$ cat config.mk
export PLATFORM = sky130hd
export DESIGN_NAME = mem_boot_loader
export DESIGN_NICKNAME = d
export VERILOG_FILES = /design/src/rtl/mem_boot_loader_pkg.sv /design/src/rtl/mem_boot_loader_bus_mux.sv /design/src/rtl/mem_boot_loader.sv
export SDC_FILE = /design/constraint.sdc
export NUM_CORES = 1
export LEC_CHECK = 0
export CAP_MARGIN = 20
export CORE_ASPECT_RATIO = 0.9
export CORE_MARGIN = 2
export CORE_UTILIZATION = 55
export CTS_CLUSTER_DIAMETER = 40
export DETAILED_ROUTE_END_ITERATION = 6
export GPL_TIMING_DRIVEN = 1
export PLACE_DENSITY = 0.9
export SETUP_SLACK_MARGIN = 0.15
export SLEW_MARGIN = 10
export SYNTH_ARGS = -nofsm -noshare
export SYNTH_HDL_FRONTEND = slang
export SYNTH_SLANG_ARGS = --single-unit
$ cat constraint.sdc
create_clock -name clk -period 4.4 [get_ports clk]
set_input_delay 0.66 -clock clk [delete_from_list [all_inputs] [get_ports clk]]
set_output_delay 0.66 -clock clk [all_outputs]
set_load 0.01 [all_outputs]
$ cat src/rtl/mem_boot_loader_pkg.sv
// Shared constants and types for the start-up memory boot loader.
// Command/response bytes of the UART load protocol, FSM state and bus mode.
package mem_boot_loader_pkg;

  localparam logic [7:0] CMD_WRITE = 8'h57;
  localparam logic [7:0] CMD_GO    = 8'h47;
  localparam logic [7:0] CMD_RESET = 8'h52;
  localparam logic [7:0] RSP_OK    = 8'h4B;
  localparam logic [7:0] RSP_ERR   = 8'h45;

  typedef enum logic [2:0] {
    ST_IDLE = 3'd0,
    ST_ADDR = 3'd1,
    ST_LEN  = 3'd2,
    ST_DATA = 3'd3,
    ST_CSUM = 3'd4
  } boot_state_e;

  typedef enum logic {
    MODE_LOAD = 1'b0,
    MODE_RUN  = 1'b1
  } boot_mode_e;

  // Modulo-256 running checksum over data bytes.
  function automatic logic [7:0] csum_add(input logic [7:0] acc, input logic [7:0] b);
    return acc + b;
  endfunction

endpackage

$ cat src/rtl/mem_boot_loader_bus_mux.sv
// LOAD/RUN selection of the shared memory bus; RUN is a zero-latency pass-through.
module boot_bus_mux
  import mem_boot_loader_pkg::*;
(
  input  logic        mode_run,
  input  logic        load_valid,
  input  logic [31:0] load_addr,
  input  logic [31:0] load_wdata,
  input  logic        cpu_mem_valid,
  input  logic        cpu_mem_write,
  input  logic [3:0]  cpu_mem_wmask,
  input  logic [31:0] cpu_mem_wdata,
  input  logic [31:0] cpu_mem_addr,
  input  logic        cpu_mem_wgrubby,
  output logic        mem_valid,
  output logic        mem_write,
  output logic [3:0]  mem_wmask,
  output logic [31:0] mem_wdata,
  output logic [31:0] mem_addr,
  output logic        mem_wgrubby
);

  // Select bus owner: core in RUN, loader write registers in LOAD.
  always_comb begin
    mem_valid   = 1'b0;
    mem_write   = 1'b0;
    mem_wmask   = 4'b0000;
    mem_wdata   = 32'h0000_0000;
    mem_addr    = 32'h0000_0000;
    mem_wgrubby = 1'b0;
    if (mode_run) begin
      mem_valid   = cpu_mem_valid;
      mem_write   = cpu_mem_write;
      mem_wmask   = cpu_mem_wmask;
      mem_wdata   = cpu_mem_wdata;
      mem_addr    = cpu_mem_addr;
      mem_wgrubby = cpu_mem_wgrubby;
    end else begin
      mem_valid   = load_valid;
      mem_write   = load_valid;
      mem_wmask   = 4'b1111;
      mem_wdata   = load_wdata;
      mem_addr    = load_addr;
      mem_wgrubby = 1'b0;
    end
  end

endmodule

$ cat src/rtl/mem_boot_loader.sv
// Start-up boot loader: writes a UART byte-stream image into memory while the
// core is held in reset, then hands the memory bus to the core on command.
module mem_boot_loader
  import mem_boot_loader_pkg::*;
#(
  parameter int unsigned TIMEOUT   = 1_000_000,
  parameter logic [31:0] ADDR_MASK = 32'hFFFF_FFFC
) (
  input  logic        clk,
  input  logic        rstn,
  input  logic        rx_valid,
  input  logic [7:0]  rx_data,
  output logic        tx_valid,
  output logic [7:0]  tx_data,
  output logic        cpu_rstn,
  input  logic        cpu_mem_valid,
  input  logic        cpu_mem_write,
  input  logic [3:0]  cpu_mem_wmask,
  input  logic [31:0] cpu_mem_wdata,
  input  logic [31:0] cpu_mem_addr,
  input  logic        cpu_mem_wgrubby,
  output logic        mem_valid,
  output logic        mem_write,
  output logic [3:0]  mem_wmask,
  output logic [31:0] mem_wdata,
  output logic [31:0] mem_addr,
  output logic        mem_wgrubby,
  output logic        load_error
);

  localparam int TW = $clog2(TIMEOUT + 1);
  localparam logic [TW-1:0] TMO_LAST = TW'(TIMEOUT - 1);

  boot_state_e   state_r, state_s;
  boot_mode_e    mode_r, mode_s;
  logic          cpu_rstn_r, cpu_rstn_s;
  logic          tx_valid_r, tx_valid_s;
  logic [7:0]    tx_data_r, tx_data_s;
  logic          load_error_r, load_error_s;
  logic [1:0]    byte_cnt_r, byte_cnt_s;
  logic [31:0]   addr_r, addr_s;
  logic [15:0]   word_cnt_r, word_cnt_s;
  logic [31:0]   word_r, word_s;
  logic [7:0]    csum_r, csum_s;
  logic          wr_valid_r, wr_valid_s;
  logic [31:0]   wr_addr_r, wr_addr_s;
  logic [31:0]   wr_data_r, wr_data_s;
  logic [TW-1:0] tmo_cnt_r, tmo_cnt_s;

  // Frame decode, write-pulse generation and inter-byte timeout.
  always_comb begin
    state_s      = state_r;
    mode_s       = mode_r;
    cpu_rstn_s   = cpu_rstn_r;
    tx_valid_s   = 1'b0;
    tx_data_s    = tx_data_r;
    load_error_s = load_error_r;
    byte_cnt_s   = byte_cnt_r;
    addr_s       = addr_r;
    word_cnt_s   = word_cnt_r;
    word_s       = word_r;
    csum_s       = csum_r;
    wr_valid_s   = 1'b0;
    wr_addr_s    = wr_addr_r;
    wr_data_s    = wr_data_r;
    if (rx_valid || (state_r == ST_IDLE)) begin
      tmo_cnt_s = '0;
    end else begin
      tmo_cnt_s = tmo_cnt_r + TW'(1);
    end

    if (rx_valid) begin
      case (state_r)
        ST_IDLE: begin
          // Only 'R' is honoured once the core is running.
          if (rx_data == CMD_RESET) begin
            cpu_rstn_s = 1'b0;
            mode_s     = MODE_LOAD;
            tx_valid_s = 1'b1;
            tx_data_s  = RSP_OK;
          end else if ((mode_r == MODE_LOAD) && (rx_data == CMD_WRITE)) begin
            state_s      = ST_ADDR;
            byte_cnt_s   = 2'd0;
            csum_s       = 8'h00;
            word_s       = 32'h0000_0000;
            load_error_s = 1'b0;
          end else if ((mode_r == MODE_LOAD) && (rx_data == CMD_GO)) begin
            cpu_rstn_s = 1'b1;
            mode_s     = MODE_RUN;
            tx_valid_s = 1'b1;
            tx_data_s  = RSP_OK;
          end else begin
            state_s = ST_IDLE;
          end
        end
        ST_ADDR: begin
          addr_s     = {rx_data, addr_r[31:8]};
          byte_cnt_s = byte_cnt_r + 2'd1;
          if (byte_cnt_r == 2'd3) begin
            addr_s  = {rx_data, addr_r[31:8]} & ADDR_MASK;
            state_s = ST_LEN;
          end else begin
            state_s = ST_ADDR;
          end
        end
        ST_LEN: begin
          if (byte_cnt_r[0] == 1'b0) begin
            word_cnt_s = {8'h00, rx_data};
            byte_cnt_s = 2'd1;
          end else begin
            word_cnt_s = {rx_data, word_cnt_r[7:0]};
            byte_cnt_s = 2'd0;
            if ({rx_data, word_cnt_r[7:0]} == 16'd0) begin
              state_s = ST_CSUM;
            end else begin
              state_s = ST_DATA;
            end
          end
        end
        ST_DATA: begin
          word_s     = {rx_data, word_r[31:8]};
          csum_s     = csum_add(csum_r, rx_data);
          byte_cnt_s = byte_cnt_r + 2'd1;
          if (byte_cnt_r == 2'd3) begin
            wr_valid_s = 1'b1;
            wr_addr_s  = addr_r;
            wr_data_s  = {rx_data, word_r[31:8]};
            addr_s     = addr_r + 32'd4;
            word_cnt_s = word_cnt_r - 16'd1;
            if (word_cnt_r == 16'd1) begin
              state_s = ST_CSUM;
            end else begin
              state_s = ST_DATA;
            end
          end else begin
            state_s = ST_DATA;
          end
        end
        ST_CSUM: begin
          state_s    = ST_IDLE;
          tx_valid_s = 1'b1;
          if (rx_data == csum_r) begin
            tx_data_s = RSP_OK;
          end else begin
            tx_data_s    = RSP_ERR;
            load_error_s = 1'b1;
          end
        end
        default: begin
          state_s = ST_IDLE;
        end
      endcase
    end else if ((state_r != ST_IDLE) && (tmo_cnt_r == TMO_LAST)) begin
      // Stalled frame: abort and drop any partially assembled word.
      state_s      = ST_IDLE;
      tx_valid_s   = 1'b1;
      tx_data_s    = RSP_ERR;
      load_error_s = 1'b1;
      byte_cnt_s   = 2'd0;
      word_s       = 32'h0000_0000;
      tmo_cnt_s    = '0;
    end else begin
      state_s = state_r;
    end
  end

  // State and output registers with synchronous active-low reset.
  always_ff @(posedge clk) begin
    if (!rstn) begin
      state_r      <= ST_IDLE;
      mode_r       <= MODE_LOAD;
      cpu_rstn_r   <= 1'b0;
      tx_valid_r   <= 1'b0;
      tx_data_r    <= 8'h00;
      load_error_r <= 1'b0;
      byte_cnt_r   <= 2'd0;
      addr_r       <= 32'h0000_0000;
      word_cnt_r   <= 16'd0;
      word_r       <= 32'h0000_0000;
      csum_r       <= 8'h00;
      wr_valid_r   <= 1'b0;
      wr_addr_r    <= 32'h0000_0000;
      wr_data_r    <= 32'h0000_0000;
      tmo_cnt_r    <= '0;
    end else begin
      state_r      <= state_s;
      mode_r       <= mode_s;
      cpu_rstn_r   <= cpu_rstn_s;
      tx_valid_r   <= tx_valid_s;
      tx_data_r    <= tx_data_s;
      load_error_r <= load_error_s;
      byte_cnt_r   <= byte_cnt_s;
      addr_r       <= addr_s;
      word_cnt_r   <= word_cnt_s;
      word_r       <= word_s;
      csum_r       <= csum_s;
      wr_valid_r   <= wr_valid_s;
      wr_addr_r    <= wr_addr_s;
      wr_data_r    <= wr_data_s;
      tmo_cnt_r    <= tmo_cnt_s;
    end
  end

  assign tx_valid   = tx_valid_r;
  assign tx_data    = tx_data_r;
  assign cpu_rstn   = cpu_rstn_r;
  assign load_error = load_error_r;

  boot_bus_mux u_bus_mux (
    .mode_run        (mode_r == MODE_RUN),
    .load_valid      (wr_valid_r),
    .load_addr       (wr_addr_r),
    .load_wdata      (wr_data_r),
    .cpu_mem_valid   (cpu_mem_valid),
    .cpu_mem_write   (cpu_mem_write),
    .cpu_mem_wmask   (cpu_mem_wmask),
    .cpu_mem_wdata   (cpu_mem_wdata),
    .cpu_mem_addr    (cpu_mem_addr),
    .cpu_mem_wgrubby (cpu_mem_wgrubby),
    .mem_valid       (mem_valid),
    .mem_write       (mem_write),
    .mem_wmask       (mem_wmask),
    .mem_wdata       (mem_wdata),
    .mem_addr        (mem_addr),
    .mem_wgrubby     (mem_wgrubby)
  );

endmodule
==> flow_summary.yaml <==
worst_setup_path:
  worst-setup-path-type: "flop to primary output"
  reg2reg_setup_slack_ns: 1.38
  buffers_plus_inverters_on_the_worst_setup_path: 2
  crit_reg_reg_startpoint: "state_r[1]"
  crit_path_max_fanout: 59
  ff2ff_path_depth: 5
  critical_path.top_delay_family: "buffers and inverters"
  critical_path_required_ns: 3.74
  maximum_cell_stage_delay_along_the_critical_path_ns: 0.81
  crit-reg2reg-capture: "word_r[29]"
  timing.critical_path.cells: "buf_4 -> mux2_2 -> clkdlybuf4s50_1"
  timing.critical_path.to_type: "primary output"
  cp_slowest_cell: "sky130_fd_sc_hd__dfxtp_4"
  critPathLaunchType: "flop"
  worst_endpoint_data_arrival_time_ns: 2.55
clock_network:
  cts_buffers: 17
  clock_tree.root_cell: "sky130_fd_sc_hd__clkbuf_16"
  htree_num_levels: 4
  clock_tree_from_tritoncts: "built"
  hold_buffers_post_cts: 0
  cts.repair.resized: 0
  numClockSinks: 176
  post_cts.repair.setup_buffers: 0
  cts_max_path_buffers: 2
  worstSkewPairLatency_ns: 0.44
  worst_setup_hold_path_clk_slew_ns: 0.07
finish:
  antenna_cells_inserted: 0
  drive_above_1_share_pct: 11.32
  register_area_um2: 3527
  multi_input_comb_area_um2: 5234
  design_area_um2: 11390
  fillers: 1241
  final_nets: 1302
  areaGrowthSynthToFinish_pct: 23.74
pwr:
  p_leak_nw: 4.017
  peakVddDrop_mv: 0.2919
  total_power_mw: 3.317
  p_per_area_nw_per_um2: 291.1
place:
  place_area_um2: 10780
  gp_congestion: 0.9342
  dp_hpwl_um: 16340
  dp_slack_ns: 0.8820
  io_buffers: 160
route:
  ant_nets: 0
  detail_route.wl_per_cell_um: 16.92
  drt_first_iter_violations: 1131
  detailedRoute.firstPassIterationCount: 6
  remaining_drc_errors: 0
  number_of_vias_per_cell: 6.184
  drt_wl_total_um: 24130
  vias: 8818
global_routing:
  largest_net_degree_at_the_start_of_global_routing: 61
  grt_pass1_vias: 8383
  grtUsageTotal_pct: 26.85
  first_pass_grt_wire_length_um: 39880
  antenna_found_initial: 0
  total_congestion_overflow: 0
timing:
  worst_slew_pin_slew_ns: 0.9283
  final.setup.tns_ns: 0
  minimum_setup_slack_in_the_final_design_ns: 1.186
  final_max_slew_viols: 0
  maxClockFrequency_mhz: 311.2
  finalCriticalPeriod_ns: 3.214
  fin_skew_ns: 0.008977
  finalSetupViolCount: 0
  hold_violations: 0
  min_period_over_period_pct: 73.04
  max-slew-margin-rel_pct: 37.54
  rsz_0062_raised_after_global_routing: "no"
floorplanning:
  floorplan.rows: 44
  die_h_um: 126.7
  boundary_pins: 164
  design.die.area_um2: 17790
  die_width_um: 140.4
  initial_standard_cell_utilization_of_the_core_pct: 56.69
  core_area_um2: 16240
synthesis:
  synth-seq-area-share_pct: 38.27
  postSynth.asyncResetShare_pct: 0
  ys_dominant_reg_cell: "sky130_fd_sc_hd__dfxtp_1"
  synth.lib_cells_used.distinct: 75
  synth.avg_cell_area_um2: 8.340
  yosys_warnings: 0
  number_of_enable_flip_flop_cells_after_synthesis: 0
  synth_area_um2: 9208
  synth.ff_latch_count: 176
  syn-instance-count: 1104
run_status:
  outcome: "finished clean"
worst_hold_path:
  worstHoldEndpoint: "wr_addr_r[3]"
  holdPathStages: 2
  worstHoldPathType: "flop to flop"
  hold_path.startpoint: "wr_addr_r[3]"
run:
  maxCapViolations: 0
[how the worst max path moves through the flow]
stage / to / depth (start not counted) / startpoint / slack [ns]
2_1_floorplan: word_r[31] / 8 / rx_data[3] / 2.11
3_3_place_gp: word_r[10] / 6 / rx_data[5] / 1.01
3_5_place_dp: word_r[29] / 6 / rx_data[5] / 0.88
4_1_cts: mem_addr[22] / 3 / cpu_rstn / 1.17
5_1_grt: mem_addr[19] / 3 / cpu_rstn / 1.07
6_report: mem_addr[22] / 3 / cpu_rstn / 1.19
[report_power, final]
part | total [mW] | internal (mW) | leakage (nW) | switching (mW)
Clock | 1.56 | 0.896 | 0.305 | 0.663
Combinational | 0.163 | 0.0940 | 2.29 | 0.0692
Sequential | 1.60 | 1.59 | 1.42 | 0.00197
[stage by stage]
| step | util, % | hold WS (ns) | std cells |
|---|---|---|---|
| global route | 70.15 | 0.4768 | 1426 |
| floorplan | - | 0.4302 | 1106 |
| global placement | 66.39 | 0.4404 | 1394 |
| CTS | 70.15 | 0.4599 | 1426 |
| detailed placement | 66.39 | 0.4491 | 1394 |
| finish | 70.15 | 0.4581 | 1426 |
[synthesized netlist by cell type (5+ instances only)]
master / number / area, um^2
sky130_fd_sc_hd__nor2_1: 84 / 315.3
sky130_fd_sc_hd__a31o_2: 6 / 52.55
sky130_fd_sc_hd__mux2_2: 64 / 720.7
sky130_fd_sc_hd__dfxtp_1: 176 / 3523
sky130_fd_sc_hd__nand3_1: 37 / 185.2
sky130_fd_sc_hd__nand2_1: 169 / 634.4
sky130_fd_sc_hd__o21ai_0: 42 / 210.2
sky130_fd_sc_hd__a311oi_1: 8 / 70.07
sky130_fd_sc_hd__o31ai_1: 7 / 52.55
sky130_fd_sc_hd__a31oi_1: 13 / 81.33
sky130_fd_sc_hd__o21a_1: 9 / 67.56
sky130_fd_sc_hd__xnor2_1: 12 / 105.1
sky130_fd_sc_hd__or3_1: 7 / 43.79
sky130_fd_sc_hd__buf_1: 10 / 37.54
sky130_fd_sc_hd__o41ai_1: 6 / 52.55
sky130_fd_sc_hd__buf_2: 7 / 35.03
sky130_fd_sc_hd__nor3_1: 26 / 130.1
sky130_fd_sc_hd__a21oi_1: 48 / 240.2
sky130_fd_sc_hd__nand2b_1: 9 / 56.30
sky130_fd_sc_hd__and4_1: 6 / 52.55
sky130_fd_sc_hd__buf_4: 7 / 52.55
sky130_fd_sc_hd__a21boi_0: 56 / 420.4
sky130_fd_sc_hd__and2_1: 10 / 62.56
sky130_fd_sc_hd__inv_1: 16 / 60.06
sky130_fd_sc_hd__a22oi_1: 5 / 37.54
sky130_fd_sc_hd__xor2_1: 8 / 70.07
sky130_fd_sc_hd__clkbuf_1: 65 / 244.0
sky130_fd_sc_hd__nor2b_1: 7 / 43.79
sky130_fd_sc_hd__nor3b_1: 8 / 60.06
sky130_fd_sc_hd__a22o_1: 24 / 210.2
sky130_fd_sc_hd__a21boi_1: 12 / 90.09
sky130_fd_sc_hd__o22ai_1: 6 / 37.54
sky130_fd_sc_hd__ha_1: 13 / 162.7
sky130_fd_sc_hd__and3_1: 15 / 93.84
sky130_fd_sc_hd__a211oi_1: 11 / 82.58
sky130_fd_sc_hd__nand4_1: 15 / 93.84
sky130_fd_sc_hd__nor4_1: 14 / 87.58
[per-layer routing]
| layer | track usage, % | wire length (um) | vias up |
|---|---|---|---|
| met2 | 44.32 | 11230 | 458 |
| li1 | - | - | 4174 |
| met4 | 9.210 | 565 | 0 |
| met5 | 0 | 0 | - |
| met3 | 6.229 | 2133 | 66 |
| met1 | 34.77 | 10210 | 4120 |
[flip-flops by register name (all words and copies together), names as in the netlist]
| name | cells |
|---|---|
| tx_data | 3 |
| state_r | 3 |
| cpu_rstn | 1 |
| csum_r | 8 |
| word_cnt_r | 16 |
| wr_addr_r | 32 |
| byte_cnt_r | 2 |
| wr_data_r | 32 |
| tmo_cnt_r | 20 |
| wr_valid_r | 1 |
| addr_r | 32 |
| word_r | 24 |
| load_error | 1 |
| tx_valid | 1 |
[worst reg2reg max path, cell delays in order (launching register included)]
cell and delay (ns):
sky130_fd_sc_hd__dfxtp_1 0.87, sky130_fd_sc_hd__or3_1 0.28, sky130_fd_sc_hd__nor4_1 0.06, sky130_fd_sc_hd__o21ai_1 0.58, sky130_fd_sc_hd__and3_1 0.89, sky130_fd_sc_hd__a22o_1 0.29
[layout make-up]
type | instances | area share, %
well taps | 207 | 2.273
flip-flops and latches | 176 | 30.96
clock buffers | 20 | 4.096
inverters | 16 | 0.5271
clock inverters | 12 | 1.274
repair buffers | 174 | 14.94
multi-input cells | 821 | 45.94
[placed cells by master (no fill, tap or decap), drive strengths merged, types with 7 or more instances in the layout]
cell           netlist  final
nor2                84     84
clkbuf              66     20
inv                 16     21
mux2                64     64
clkdlybuf4s50        0    159
nor3                26     26
nor4                16     16
and3                15     15
a22o                24     24
nor3b                8      8
xnor2               12     12
ha                  13     13
or3                  7      7
a21boi              69     69
nand2              169    169
buf                 27     15
xor2                 8      8
and4                 7      7
nand3               38     38
o31ai                7      7
nor2b                7      7
dfxtp              176    176
nand2b               9      9
a311oi               8      8
o21ai               43     43
and2                10     10
a211oi              11     11
o21a                 9      9
a31oi               13     13
nand4               15     15
a21oi               49     49
[cell families after synthesis]
kind of cell | after synthesis | share of synthesized area [%]
flip-flops | 176 | 38.27
AO/OA/AOI/OAI | 287 | 21.81
XOR/XNOR | 20 | 1.902
AND/OR/NAND/NOR | 433 | 23.01
multiplexers | 64 | 7.827
other | 1 | 0.04073
buffers and inverters | 109 | 5.164
adder cells (fa/ha/maj) | 14 | 1.984
Power figures use the tool's default switching activity.
==> edit 1: new RTL, config.mk and constraints unchanged <==
`csum_r` no longer has a reset.
--- a/src/rtl/mem_boot_loader.sv
+++ b/src/rtl/mem_boot_loader.sv
@@ -177,7 +177,6 @@
       addr_r       <= 32'h0000_0000;
       word_cnt_r   <= 16'd0;
       word_r       <= 32'h0000_0000;
-      csum_r       <= 8'h00;
       wr_valid_r   <= 1'b0;
       wr_addr_r    <= 32'h0000_0000;
       wr_data_r    <= 32'h0000_0000;
@@ -193,12 +192,15 @@
       addr_r       <= addr_s;
       word_cnt_r   <= word_cnt_s;
       word_r       <= word_s;
-      csum_r       <= csum_s;
       wr_valid_r   <= wr_valid_s;
       wr_addr_r    <= wr_addr_s;
       wr_data_r    <= wr_data_s;
       tmo_cnt_r    <= tmo_cnt_s;
     end
+  end
+
+  always_ff @(posedge clk) begin
+    csum_r <= csum_s;
   end
 
   assign tx_valid   = tx_valid_r;
Check against the original RTL: no difference found for any inputs over 4 cycles, from zero or initial values and one cycle with rstn low; that may be too few to reach the edited logic, so the function may still have changed.
==> edit 1 against the unedited design <==
  * Design area decreased by 3.2%
  * Sequential cell count unchanged
  * Core utilization increased by 0.81 points
  * Clock skew increased by 0.0084 ns
  * Count of clock-buffer cells in the layout unchanged
  * Cell count decreased by 3.4%
  * Worst setup slack improved by 0.045 ns
  * Total power increased by 0.52%
  * Wire length decreased by 0.53%
  * Largest cell class unchanged
  * Synthesized area decreased by 4.3%
  * Sequential share of layout area increased by 1.7 points
  * Synthesized cell count decreased by 4.8%
  * Sequential power about the same
==> edit 1: results (changes against the unedited design) <==
Placement
  • GPL Wtd Cong: 0.888 (-4.9%)
  • Post-DP HPWL: 15,700 um (-3.7%)
  • Pre-CTS setup slack: 1.27 ns (+0.388 ns)

Timing
  • Slew @ Worst Pin: 1.01 ns (+0.0857 ns)
  • Clock skew: 0.0173 ns (+0.00837 ns)

Detailed routing
  • Drt total wl: 24,000 um (-0.53%)
  • Vias per Instance: 6.18 (about the same)
  • Initial DRC Count: 922 (-18%)
  • Metal3 WL: 2410 um (+13%)
  • Met2 wire length: 11,000 um (-2.1%)
  • Met1 wire length: 10,100 um (-1.2%)

Synth
  • Post-synthesis mux area share: 8.88% (+1.0 points)
  • Post-synth top cells: 179 x nand2_1, 168 x dfxtp_1, 114 x a21oi_1, 67 x clkbuf_1, 65 x mux2_2
  • Synth Area in Compound Gates: 19.8% (-2.1 points)
  • Top FF cell, synth: dfxtp_1
  • Ys async rst share: 0% (unchanged)
  • Avg Inst Size Synth: 8.38 um2 (+0.50%)
  • XOR/XNOR Fraction of Synth Area: 2.29% (+0.38 points)
  • Top post-synthesis cells by area: dfxtp_1 38%, mux2_2 8.3%, nand2_1 7.6%
  • Post-synth EDFFs: 8 (+8)
  • Adder-Cell Fraction of Synth Area: 2.07% (+0.090 points)
  • Register area share after synthesis: 40.9% (+2.6 points)
  • Yosys cell types: 73 (-2.7%)

Finish
  • Sequential share of cell area: 32.7% (+1.7 points)
  • Count of multi-input gates: 776 (-5.5%)
  • Clock Buffer Count: 20 (unchanged)
  • NonClk Buf Share: 15.5% (+0.58 points)
  • Finished Layout Cells: 1,377 (-3.4%)
  • Nonclk buf count: 173 (-0.57%)
  • Biggest regs: addr_r (32), wr_addr_r (32), wr_data_r (32)
  • Fillers: 1,142 (-8.0%)
  • Multi-input gate share of total cell area: 43.4% (-2.5 points)
  • Invs w/o clock: 18 (+2)
  • Layout clock area frac: 5.49% (+0.12 points)
  • Layout cells sized above 1: 10.7% (-0.60 points)
  • # nets final: 1,258 (-3.4%)

Global route
  • Met1 Use GR: 37.0% (+2.2 points)
  • GRT met2 Usage: 44.2% (-0.072 points)
  • Total GRT Usage: 27.8% (+0.94 points)
  • First-pass GRT wire length: 37,500 um (-5.9%)
  • Pin count of the biggest net entering global routing: 62 (+1.6%)
  • Vias in the first global route: 7,521 (-10%)
  • Met3 GRT Util: 6.59% (+0.36 points)

Clock tree
  • TritonCTS Sinks: 176 (unchanged)

Hold path
  • Hold path start: wr_addr_r[7]

Worst setup path
  • Crit-path max FO: 37 (-37%)
  • Worst path slowest cell: dfxtp_2
  • CP top delay family: flip-flops
  • Slowest stage delay, CP: 0.86 ns (+0.05 ns)
  • CP Data Arrival Time: 2.51 ns (-0.04 ns)

Run status
  • Outcome: finished clean

Pwr
  • Leak: 3.77 nW (-6.2%)
  • Max rail drop VDD: 0.242 mV (-17%)
==> edit 1: cell types whose count changed in the layout (fill, tap and decap cells not counted), moves of 6 or more <==
cell,delta
and3_1,-6
a21boi_0,-55
nor2_1,-20
a21oi_1,+66
a31o_2,-6
a21boi_1,-12
nand2_1,+10
dfxtp_1,-8
edfxtp_1,+8
a31oi_1,-8
==> edit 1: metrics by stage <==
stage               total power (W)  area, um2
finish                      0.00333      11000
global route                0.00343      11000
CTS                         0.00335      11000
detailed placement          0.00180      10400
global placement            0.00180      10400
floorplan                   0.00171       8820
==> edit 1: where the power goes <==
part	internal (W)	total, W	switching, W
sequential	0.00160	0.00160	0.00000141
combinational	0.0000878	0.000162	0.0000738
clock	0.000909	0.00157	0.000659
==> edit 1: path summary, 6_finish.rpt <==
check                               endpoint  slack, ns  cells after the start
worst max-delay path             mem_addr[7]       1.23                      3
worst min-delay path            wr_addr_r[7]       0.45                      2
worst max register to register    word_r[16]       1.42                      4
worst min register to register  wr_addr_r[7]       0.45                      2
==> edit 2: new RTL, same settings <==
Made on the original files. The parameter `TIMEOUT` goes from 1_000_000 to 250_000.
--- a/src/rtl/mem_boot_loader.sv
+++ b/src/rtl/mem_boot_loader.sv
@@ -3,7 +3,7 @@
 module mem_boot_loader
   import mem_boot_loader_pkg::*;
 #(
-  parameter int unsigned TIMEOUT   = 1_000_000,
+  parameter int unsigned TIMEOUT   = 250_000,
   parameter logic [31:0] ADDR_MASK = 32'hFFFF_FFFC
 ) (
   input  logic        clk,
Function: no difference found for any inputs over 4 cycles, from zero or initial values and one cycle with rstn low; that may be too few to reach the edited logic, so the function may still have changed.
==> edit 2 against the unedited design <==
  * The flow now finishes with violations (design-rule violations)
  * Worst setup slack improved by 0.21 ns
  * Synthesized area decreased by 5.7%
  * Design area decreased by 4.4%
  * Sequential cell count decreased by 2
  * Total power decreased by 1.3%
  * Global-route usage increased by 0.94 points
  * Wire length decreased by 2.8%
  * Combinational power decreased by 6%
==> edit 2: results (changes against the unedited design) <==
Synth
  • Synth warnings: 0 (unchanged)
  • Register area share after synthesis: 40.1% (+1.8 points)
  • Post-Synthesis Cells: 1,063 (-3.7%)
  • Top FF cell, synth: dfxtp_1
  • Ys async rst share: 0% (unchanged)
  • Yosys cell types: 69 (-8.0%)
  • Top post-synthesis cells by area: dfxtp_1 40%, mux2_2 8.3%, nand2_1 7.7%
  • Post-synth top cells: 177 x nand2_1, 174 x dfxtp_1, 115 x a21oi_1, 86 x nor2_1, 64 x mux2_2

Hold path
  • Hold path start: tmo_cnt_r[0]
  • Worst Hold Class: register to register
  • Hold EP: tmo_cnt_r[0]
  • WHS Path Cells: 1 (-1)

Worst setup path
  • CP Data Arrival Time: 2.34 ns (-0.21 ns)
  • Worst path slowest cell: dfxtp_4
  • Worst setup path startpoint: cpu_rstn
  • RR Endpoint: addr_r[24]
  • Slowest stage delay, CP: 0.93 ns (+0.12 ns)
  • Reg2reg setup slack: 1.53 ns (+0.15 ns)
  • CP top delay family: flip-flops
  • Crit Reg-Reg Startpoint: state_r[1]
  • Crit-path max FO: 76 (+29%)
  • Reg2Reg Depth: 7 (+2)

Pwr
  • Max rail drop VDD: 0.279 mV (-4.4%)
  • Comb pwr: 0.000154 W (-6%)
  • Leak: 3.86 nW (-4.0%)
  • Clock power share: 47.1% (about the same)
  • Internal: 0.00258 W (-0.14%)

Finish
  • Finished Layout Cells: 1,389 (-2.6%)
  • Diode count: 0 (unchanged)
  • Fillers: 1,168 (-5.9%)
  • Biggest regs: addr_r (32), wr_addr_r (32), wr_data_r (32)
  • Layout cells sized above 1: 10.4% (-0.87 points)
  • # nets final: 1,270 (-2.5%)

Detailed routing
  • Drt wl/cell: 16.9 um (-0.25%)
  • Vias post-DR: 8,383 (-4.9%)
  • Remaining antenna violation count: 0 (unchanged)
  • DR DRC count: 2 (+2)
  • Initial DRC Count: 1,142 (+0.97%)
  • 1st-pass router iterations: 7 (+1)

Clock tree
  • Clock transition at the registers of the reported paths: 0.06 ns
  • H-tree lvl count: 4 (unchanged)
  • CTS Buf Count: 17 (unchanged)
  • Post CTS Setup Buffer Count: 0 (unchanged)
  • CTS tree: done
  • Clock Latency Late Sink: 0.44 ns (about the same)
  • Clock Tree Root: clkbuf_16
  • Longest Clk Path Bufs: 2 (unchanged)

Global route
  • Vias in the first global route: 7,914 (-5.6%)
  • Pin count of the biggest net entering global routing: 77 (+26%)
  • Initial antenna violation count: 0 (unchanged)
  • Total GRT Usage: 27.8% (+0.94 points)
  • First-pass GRT wire length: 37,600 um (-5.7%)

Placement
  • DP Area: 10,300 um2 (-4.5%)
  • Port Buffers: 160 (unchanged)
  • GPL Wtd Cong: 0.949 (+1.6%)
  • Post-DP HPWL: 15,900 um (-2.4%)

Timing
  • Clock skew: 0.0110 ns (+0.00207 ns)
  • Worst slew margin: 37.2% (-0.36 points)

Run status
  • Outcome: complete, but fails checks
  • Failing checks: design-rule violations
[edit 2: final cells by class]
class	instances	share of cell area, %
Inverter	22	0.769
Clock inverter	11	1.27
Clock buffer	21	4.23
Sequential cell	174	32.0
Tap cell	202	2.32
Timing Repair Buffer	175	15.7
Multi-Input combinational cell	784	43.7
[edit 2: kinds of logic after synthesis]
group,synth area share [%]
adders and majority gates,2.10
DFF,40.1
other,0.0432
xor gates and xnor gates,2.32
muxes,8.30
and+or+nand+nor,21.4
buffers and inverters,5.33
AOI/OAI and AO/OA,20.4
[edit 2: metal layers]
| metal | track usage (%) | wire length [um] | vias to the layer above |
|---|---|---|---|
| met5 | 0 | 0 | - |
| met2 | 46.3 | 11200 | 410 |
| met1 | 34.7 | 9540 | 3905 |
| li1 | - | - | 3998 |
| met4 | 11.9 | 647 | 0 |
| met3 | 6.36 | 2010 | 70 |
[edit 2: how the worst max path moves through the flow]
stage / to / depth (start not counted) / slack (ns)
after global placement: addr_r[24] / 7 / 1.34
final: mem_wdata[26] / 2 / 1.40
after floorplan: word_r[10] / 10 / 2.05
after global routing: mem_addr[31] / 2 / 1.30
after CTS: mem_wdata[26] / 2 / 1.35
after detailed placement: word_r[30] / 8 / 1.26
[edit 2: per-stage QoR]
| step | power, W | hold WS, ns | utilization (%) | setup slack (ns) |
|---|---|---|---|---|
| after detailed placement | 0.00176 | 0.438 | 66.7 | 1.26 |
| after global routing | 0.00336 | 0.476 | 70.6 | 1.30 |
| after global placement | 0.00176 | 0.429 | 66.7 | 1.34 |
| after floorplan | 0.00167 | 0.418 | - | 2.05 |
| after CTS | 0.00328 | 0.446 | 70.6 | 1.35 |
| final | 0.00327 | 0.443 | 70.6 | 1.40 |
